### config.mk
export PLATFORM = sky130hd
export DESIGN_NAME = cpu_trace_streamer
export DESIGN_NICKNAME = d
export VERILOG_FILES = /design/src/rtl/trace_pkg.sv /design/src/rtl/trace_fifo.sv /design/src/rtl/cpu_trace_streamer.sv
export SDC_FILE = /design/constraint.sdc
export NUM_CORES = 2
export LEC_CHECK = 0
export ABC_AREA = 1
export CAP_MARGIN = 20
export CORE_MARGIN = 5
export CORE_UTILIZATION = 55
export CTS_CLUSTER_SIZE = 10
export DETAILED_ROUTE_END_ITERATION = 10
export MAX_ROUTING_LAYER = met4
export PLACE_DENSITY = 0.83
export SYNTH_ARGS = -nofsm -noshare
export SYNTH_HDL_FRONTEND = slang
export SYNTH_SLANG_ARGS = --single-unit
### constraint.sdc
create_clock -name clock -period 18 [get_ports clock]
set_clock_uncertainty 0.15 [all_clocks]
set_input_delay 2.7 -clock clock [delete_from_list [all_inputs] [get_ports clock]]
set_output_delay 2.7 -clock clock [all_outputs]
set_load 0.005 [all_outputs]
### src/rtl/trace_pkg.sv
// trace_pkg: shared frame sizes, serializer states and the 224-bit trace record layout
package trace_pkg;
  localparam int FRAME_BYTES   = 29;
  localparam int PAYLOAD_BYTES = 28;
  localparam int REC_W         = 224;
  typedef enum logic [1:0] {IDLE, HDR, PAY} state_e;
  typedef struct packed {
    logic [63:0] counter;
    logic [31:0] instruction;
    logic [63:0] alu_out;
    logic [63:0] mem_data;
  } rec_t;
endpackage

### src/rtl/trace_fifo.sv
// trace_fifo: REC_W x DEPTH sync FIFO; push/pop/din in, dout (head), full/empty/level out; caller guards push/pop
module trace_fifo
  import trace_pkg::*;
#(
  parameter int DEPTH = 8
) (
  input  logic                     clock,
  input  logic                     reset_n,
  input  logic                     push,
  input  logic                     pop,
  input  logic [REC_W-1:0]         din,
  output logic [REC_W-1:0]         dout,
  output logic                     full,
  output logic                     empty,
  output logic [$clog2(DEPTH):0]   level
);
  localparam int AW = $clog2(DEPTH);
  logic [AW-1:0]    wr_q, wr_d, rd_q, rd_d;
  logic [AW:0]      cnt_q, cnt_d;
  logic [REC_W-1:0] mem_q [DEPTH];
  always_comb begin
    wr_d  = push ? wr_q + 1'b1 : wr_q;
    rd_d  = pop ? rd_q + 1'b1 : rd_q;
    cnt_d = (push && !pop) ? cnt_q + 1'b1 : (!push && pop) ? cnt_q - 1'b1 : cnt_q;
  end
  always_ff @(posedge clock or negedge reset_n)
    if (!reset_n) begin
      wr_q  <= '0;
      rd_q  <= '0;
      cnt_q <= '0;
    end else begin
      wr_q  <= wr_d;
      rd_q  <= rd_d;
      cnt_q <= cnt_d;
    end
  always_ff @(posedge clock)
    if (push) mem_q[wr_q] <= din;
  assign dout  = mem_q[rd_q];
  assign full  = cnt_q == (AW+1)'(DEPTH);
  assign empty = cnt_q == '0;
  assign level = cnt_q;
endmodule

### src/rtl/cpu_trace_streamer.sv
// cpu_trace_streamer: captures CPU bus records (counter/instruction/alu_out/mem_data) into a FIFO and streams 29-byte frames on out_data/out_valid/out_ready; overflow, level status
module cpu_trace_streamer
  import trace_pkg::*;
#(
  parameter int          DEPTH    = 8,
  parameter logic [7:0]  HDR_BYTE = 8'hA5
) (
  input  logic                   clock,
  input  logic                   reset_n,
  input  logic                   enable,
  input  logic                   clear_overflow,
  input  logic [63:0]            counter,
  input  logic [31:0]            instruction,
  input  logic [63:0]            alu_out,
  input  logic [63:0]            mem_data,
  output logic [7:0]             out_data,
  output logic                   out_valid,
  input  logic                   out_ready,
  output logic                   overflow,
  output logic [$clog2(DEPTH):0] level
);
  rec_t             din;
  logic [REC_W-1:0] head;
  logic             full, empty, push, pop, hs, last;
  state_e           state_q, state_d;
  logic [4:0]       idx_q, idx_d;
  logic [REC_W-1:0] sr_q, sr_d;
  logic [7:0]       out_data_q, out_data_d;
  logic             out_valid_q, out_valid_d, overflow_q, overflow_d;
  assign din = {counter, instruction, alu_out, mem_data};
  trace_fifo #(.DEPTH(DEPTH)) u_fifo (
    .clock  (clock),
    .reset_n(reset_n),
    .push   (push),
    .pop    (pop),
    .din    (din),
    .dout   (head),
    .full   (full),
    .empty  (empty),
    .level  (level)
  );
  // The shift register always holds the next byte to send in its top 8 bits.
  always_comb begin
    hs          = out_valid_q && out_ready;
    last        = state_q == PAY && idx_q == 5'(PAYLOAD_BYTES-1) && hs;
    pop         = !empty && (state_q == IDLE || last);
    push        = enable && (!full || pop);
    overflow_d  = (enable && full && !pop) ? 1'b1 : clear_overflow ? 1'b0 : overflow_q;
    state_d     = state_q;
    idx_d       = idx_q;
    sr_d        = sr_q;
    out_data_d  = out_data_q;
    out_valid_d = out_valid_q;
    if (pop) begin
      state_d     = HDR;
      sr_d        = head;
      out_data_d  = HDR_BYTE;
      out_valid_d = 1'b1;
    end else if (last) begin
      state_d     = IDLE;
      out_data_d  = 8'h00;
      out_valid_d = 1'b0;
    end else if (hs) begin
      state_d    = PAY;
      idx_d      = state_q == HDR ? 5'd0 : idx_q + 1'b1;
      out_data_d = sr_q[REC_W-1 -: 8];
      sr_d       = sr_q << 8;
    end
  end
  always_ff @(posedge clock or negedge reset_n)
    if (!reset_n) begin
      state_q     <= IDLE;
      idx_q       <= '0;
      sr_q        <= '0;
      out_data_q  <= '0;
      out_valid_q <= 1'b0;
      overflow_q  <= 1'b0;
    end else begin
      state_q     <= state_d;
      idx_q       <= idx_d;
      sr_q        <= sr_d;
      out_data_q  <= out_data_d;
      out_valid_q <= out_valid_d;
      overflow_q  <= overflow_d;
    end
  assign out_data  = out_data_q;
  assign out_valid = out_valid_q;
  assign overflow  = overflow_q;
endmodule

### After elaboration in Yosys (flattened, before gate mapping)

Memory sizes are Yosys's and may differ from the RTL's.
Index checks and enable logic that the tools add are counted.

* memories kept: 1
* bits in read-only memories: 0
* bits of input ports: 229
* bits in registers: 251
* bits in latches: 0
* RAM bits: 1792

* divide/modulo/power cells: 0
* equality and inequality tests: 5
* reduce and logical (&&, ||, !) cells: 24
* magnitude comparators: 0
* bitwise logic cells: 2
* $mul: 0
* muxes and demuxes: 18
* add/sub/neg operators: 5
* shifts and indexed selects: 0

Memory list
* u_fifo.mem_q: depth 8, width 224, read ports 1, clocked after Yosys merged registers in 0, write ports 1, RTL line trace_fifo.sv:20 `logic [REC_W-1:0] mem_q [DEPTH];`

Operators by type and width (count)
* 224-bit two-way mux: 3
* 8-bit two-way mux: 3
* 1-bit logical AND: 9
* 4-bit two-way mux: 2
* 2-bit nonzero test: 4
* 3-bit by 1-bit adder with 3-bit output (second input constant): 2
* 1-bit two-way mux: 6
* 2-bit two-way mux: 3
* 5-bit by 1-bit adder with 5-bit output (second input constant): 1
* 5-bit equality test (second input constant): 1
* 5-bit two-way mux: 1
* 4-bit by 1-bit adder with 4-bit output (second input constant): 1
* 4-bit equality test (second input constant): 1
* 1-bit logical NOT: 4
* 4-bit logical NOT: 1
* 4-bit by 1-bit subtractor with 4-bit output (second input constant): 1
* 3-bit AND reduction: 1
* 3-bit nonzero test: 1
* 2-bit by 1-bit equality test with 1-bit output (second input constant): 1
* 2-bit equality test (second input constant): 1
* 2-bit logical NOT: 1
* 1-bit logical OR: 2
* 2-bit by 1-bit != test with 1-bit output (second input constant): 1
* 1-bit NOT: 2
* 2-bit AND reduction: 1

### Logic depth before layout (Yosys ltp)

* depth after elaboration: 11
* depth in mapped cells: 17
* gate-level depth less buffers: 16

### By module

From an unflattened synthesis, not the netlist that was laid out.

* cell total of the unflattened synthesis: 7806
* area total of the unflattened synthesis: 85739.7 um^2

Modules (own cells, without submodules)
* trace_fifo: area an instance 71696.3 um^2, instances 1, cells each 6022
* cpu_trace_streamer: area an instance 14043.5 um^2, instances 1, cells each 1784

### Worst setup path before layout

Ideal clock, no wire load.

* path kind: input to register
* start point: input port out_ready
* end point: memory u_fifo.mem_q[5][0] (enable)
* buffers on the path: 0
* arrival time: 18342 ps
* data required time: 16765 ps
* slack: -1578 ps
* stages on the path: 6
* library setup time: 1085 ps
* cells stage by stage: nand2_2 -> nor2_4 -> nand2_4 -> nand4_1 -> nand2_1 -> nor3_1

* longest elaborated chain between the ends: 8

RTL lines
* start: declaration: RTL line cpu_trace_streamer.sv:18 `input logic out_ready,`
* 1-bit logical AND: RTL line cpu_trace_streamer.sv:44 `hs = out_valid_q && out_ready;`
* 1-bit logical AND: RTL line cpu_trace_streamer.sv:45 `last = state_q == PAY && idx_q == 5'(PAYLOAD_BYTES-1) && hs;`
* 1-bit logical OR: RTL line cpu_trace_streamer.sv:46 `pop = !empty && (state_q == IDLE || last);`
* 1-bit logical AND: RTL line cpu_trace_streamer.sv:46
* 1-bit logical OR: RTL line cpu_trace_streamer.sv:47 `push = enable && (!full || pop);`
* 1-bit logical AND: RTL line cpu_trace_streamer.sv:47
* 1-bit two-way mux: RTL line trace_fifo.sv:37 `if (push) mem_q[wr_q] <= din;`
* 1-bit two-way mux (not written as such): RTL line trace_fifo.sv:37
* end: declaration: RTL line trace_fifo.sv:20

No other way between the ends.

### Worst setup path after layout

* start point: input port out_ready
* end point: memory u_fifo.mem_q[2][144] (enable)

* longest elaborated chain between the ends: 8

RTL lines
* 1-bit logical AND: RTL line cpu_trace_streamer.sv:44
* 1-bit logical AND: RTL line cpu_trace_streamer.sv:45
* 1-bit logical OR: RTL line cpu_trace_streamer.sv:46
* 1-bit logical AND: RTL line cpu_trace_streamer.sv:46
* 1-bit logical OR: RTL line cpu_trace_streamer.sv:47
* 1-bit logical AND: RTL line cpu_trace_streamer.sv:47
* net push: RTL line cpu_trace_streamer.sv:24 `logic full, empty, push, pop, hs, last;`
* 1-bit two-way mux: RTL line trace_fifo.sv:37
* 1-bit two-way mux (not written as such): RTL line trace_fifo.sv:37

The timed path passes the listed nets, and every way through them passes these cells.

==> summary.md <==
| Metric | Value |
|---|---|
| Status | `completed` |
| Worst-path fanout max | `57` |
| Final setup TNS | `0 ns` |
| Top cell type's share of synthesized area | `around 61%` |
| Pre-antenna DRT Iters | `6` |
| Post-synth EDFFs | `about 1.8k` |
| Post CTS Setup Buffer Count | `0` |
| CTS resizes | `0` |
| Fin crit share | `41.3%` |
| Vias | `roughly 62k` |
| Final WL | `approximately 220000 µm` |
| Hold-fix buffers, CTS | `0` |
| Part of the power in registers | `a little over half` |
| Syn_area_per_cell | `about 9.8 µm²` |
| Setup WS pre-CTS | `around 9.7 ns` |
| Power Dens Cells | `about 110 nW/µm²` |
| Tmin final | `~7.4 ns` |
| Yosys reg bits | `2043` |
| Vias in the first global route | `around 63k` |
| Switch share | `between 20% and 30%` |
| Syn Inst Count | `about 9k` |
| Slew Limit Fails | `0` |
| NetSw | `about 2.7 mW` |
| Fin. Hold Viols | `0` |
| Core area | `between 150000 and 200000 µm²` |
| Clock Latency Late Sink | `0.89 ns` |
| Clock root cell | `clkbuf_16` |
| Ratio of cells with drive above 1 in the final layout | `under 10%` |
| Largest net degree at the start of global routing | `~230` |
| Clock Path Buffers | `3` |
| Critical-path cell list | `clkdlybuf4s50_1 > nand2_2 > nor2_4 > nand2_4 > nand4_1 > nand2_1 > inv_1 > nand2_1 > nor2_4 > buf_4 > buf_4 > buf_4` |
| Cell row count | `~150` |
| Combinational power share | `8.5%` |
| CTS H-Tree Depth | `4` |
| Syn Nets | `just over 9k` |
| Final setup vio count | `0` |
| Slowest cell on crit path | `buf_4` |
| Worst path bufs/invs | `5` |
| Req. time, crit path | `approximately 18 ns` |
| Sequential fraction of the synthesis area | `67.9%` |
| Die area | `about 170000 µm²` |
| FMAX | `134 MHz` |
| Total clock sinks | `a little over 2k` |
| Critical Path Start | `out_ready` |
| Cells after DPL | `11.0k` |
| DP Wirelength | `~120000 µm` |
| Final cell count without fillers | `around 12k` |
| Clk pwr share | `a little under two fifths` |
| Worst slew pin tran | `around 1.3 ns` |
| Maxcap violations | `0` |
| Die height | `between 400 and 500 µm` |
| Final worst setup slack | `approximately 11 ns` |
| Max VDD drop | `between 0.1 and 0.15 mV` |
| CTS Buf Count | `about 220` |
| IO buf count | `around 240` |
| GR Overflow Total | `0` |
| CTS tree | `yes` |
| HP Class | `register to register` |
| Detailed Route Iter0 Violations | `7207` |
| Remaining antenna violation count | `0` |
| Crit Path Category | `primary input to register` |
| Slew margin rel. | `around 15%` |
| Syn. warnings | `0` |
| Ys async rst share | `12.3%` |
| Cell Area, Synth | `88600 µm²` |
| Setup crit end kind | `register` |
| GP Congestion | `approximately 0.81` |
| Hold_sp | `u_fifo.level[3]` |
| DR WL/cell | `19.2 µm` |
| Crit path max-delay family | `buffers and inverters` |
| RSZ-0062 raised after global routing | `no` |
| Fin Hold WS | `between 0.3 and 0.4 ns` |
| CP max stage delay | `0.94 ns` |
| Count of cell types in the netlist | `30` |
| Layout area overhead | `12.0%` |
| Leak | `between 40 and 50 nW` |
| Critical Path Most Common Cell | `buf_4` |
| Die width | `slightly above 400 µm` |
| Post-synth top flop | `edfxtp_1` |
| Clock transition at path regs | `around 0.050 ns` |
| Pint | `8.33 mW` |
| Initial antenna violation count | `50` |
| Worst setup SP type | `primary input` |
| Area leader, netlist | `edfxtp_1` |
| Top cells by area, synth | `edfxtp_1 (61%), nand2_1 (13%), inv_1 (7.4%), dfrtp_1 (7.1%), nand3_1 (5.1%)` |
| DRC violations left | `0` |
| Layout Nets | `between 9k and 10k` |
| Initial Util | `between 50% and 60%` |
| Data arrival, critical path | `just under 8 ns` |
| First-pass GRT wire length | `around 340000 µm` |
| All-Layer GR Usage | `around a quarter` |
| R2R Path Start | `idx_q[0]` |
| # IOs | `243` |
| Via density | `approximately 5.4` |
-- placed cells by master, fill, tap and decap left out, drive strengths merged --
master | netlist | final
buf | 265 | 64
dfrtp | 251 | 251
o21ai | 269 | 269
diode | 0 | 47
o22ai | 1 | 1
nand4 | 2 | 2
nand3 | 898 | 898
xnor2 | 4 | 4
ha | 6 | 6
o211ai | 1 | 1
a21oi | 233 | 233
xor2 | 3 | 3
fa | 1 | 1
clkbuf | 181 | 407
nor3 | 4 | 4
clkinv | 0 | 12
nor2 | 257 | 257
edfxtp | 1792 | 1792
clkdlybuf4s50 | 0 | 241
nand2 | 3105 | 3105
inv | 1749 | 1754
-- cell usage after synthesis (41+ instances only) --
library cell / instances
nor2_1: 255
edfxtp_1: 1792
o21ai_1: 41
clkbuf_1: 178
nand3_1: 897
a21oi_1: 232
buf_1: 43
nand2_1: 3099
inv_1: 1745
o21ai_0: 228
dfrtp_1: 251
buf_2: 201
-- layout make-up --
| class | instances | area (µm²) |
|---|---|---|
| fill | 11645 | 61100 |
| timing repair buffer | 305 | 3060 |
| clock buffer | 407 | 6300 |
| inverter | 1749 | 6590 |
| tap | 2160 | 2700 |
| antenna | 47 | 118 |
| multi-input combinational | 4784 | 20000 |
| sequential | 2043 | 60100 |
| clock inverter | 17 | 397 |
-- layer usage --
layer	vias to the layer above	routed length (µm)	track usage, %
li1	28603	-	-
met3	600	20000	4.85
met5	-	0	-
met1	29903	80700	31.1
met4	0	10100	14.3
met2	3299	111000	44.1
-- worst register-to-register path: stages, from the launching register on --
cell	delay, ns
dfrtp_1	0.40
ha_1	0.24
nand2_1	0.07
nor2_1	0.18
nand2_4	0.15
nand4_1	0.13
nand2_1	0.24
inv_1	0.20
nand2_1	0.27
nor2_4	0.51
buf_4	0.81
buf_4	0.96
buf_4	0.90
-- cells by family after synthesis --
logic type | after synthesis | share of synthesized area [%]
buf+inv | 2195 | 9.69
xor+xnor | 7 | 0.0692
fa+ha+maj | 7 | 0.107
flops | 2043 | 67.9
simple gates | 4266 | 19.4
compound gates | 504 | 2.86
-- sequential cells by signal, indices dropped and copies added (netlist names) --
name and flops:
overflow 1, state_q 2, out_valid 1, u_fifo.rd_q 3, u_fifo.wr_q 3, idx_q 5
u_fifo.mem_q 1792, out_data 8, u_fifo.level 4, sr_q 224
-- final timing paths --
check / to / slack (ns) / depth (start not counted)
hold / removal: u_fifo.level[3] / 0.35 / 2
setup reg to reg: u_fifo.mem_q[2][144] / 12.37 / 12
hold reg to reg: u_fifo.level[3] / 0.35 / 2
min in group asynchronous: sr_q[78] / 1.74 / 1
max in group asynchronous: u_fifo.wr_q[0] / 14.27 / 2
setup / recovery: u_fifo.mem_q[2][144] / 10.56 / 12
-- metrics by stage --
step / area [µm²] / power, mW / utilization (%)
2_1_floorplan: 88600 / 6.69 / -
3_3_place_gp: 92400 / 6.80 / 57.6
3_5_place_dp: 92400 / 6.88 / 57.6
4_1_cts: 99100 / 11.0 / 61.8
5_1_grt: 99200 / 11.4 / 61.9
6_report: 99200 / 11.0 / 61.9
-- power groups by stage --
stage | sequential, mW | clock (mW) | combinational [mW]
2_1_floorplan | 6.18 | 0 | 0.512
3_3_place_gp | 5.93 | 0 | 0.879
5_1_grt | 5.89 | 4.44 | 1.03
4_1_cts | 5.86 | 4.23 | 0.940
6_report | 5.86 | 4.20 | 0.935
3_5_place_dp | 5.95 | 0 | 0.927
(Power assumes the default switching activity.)
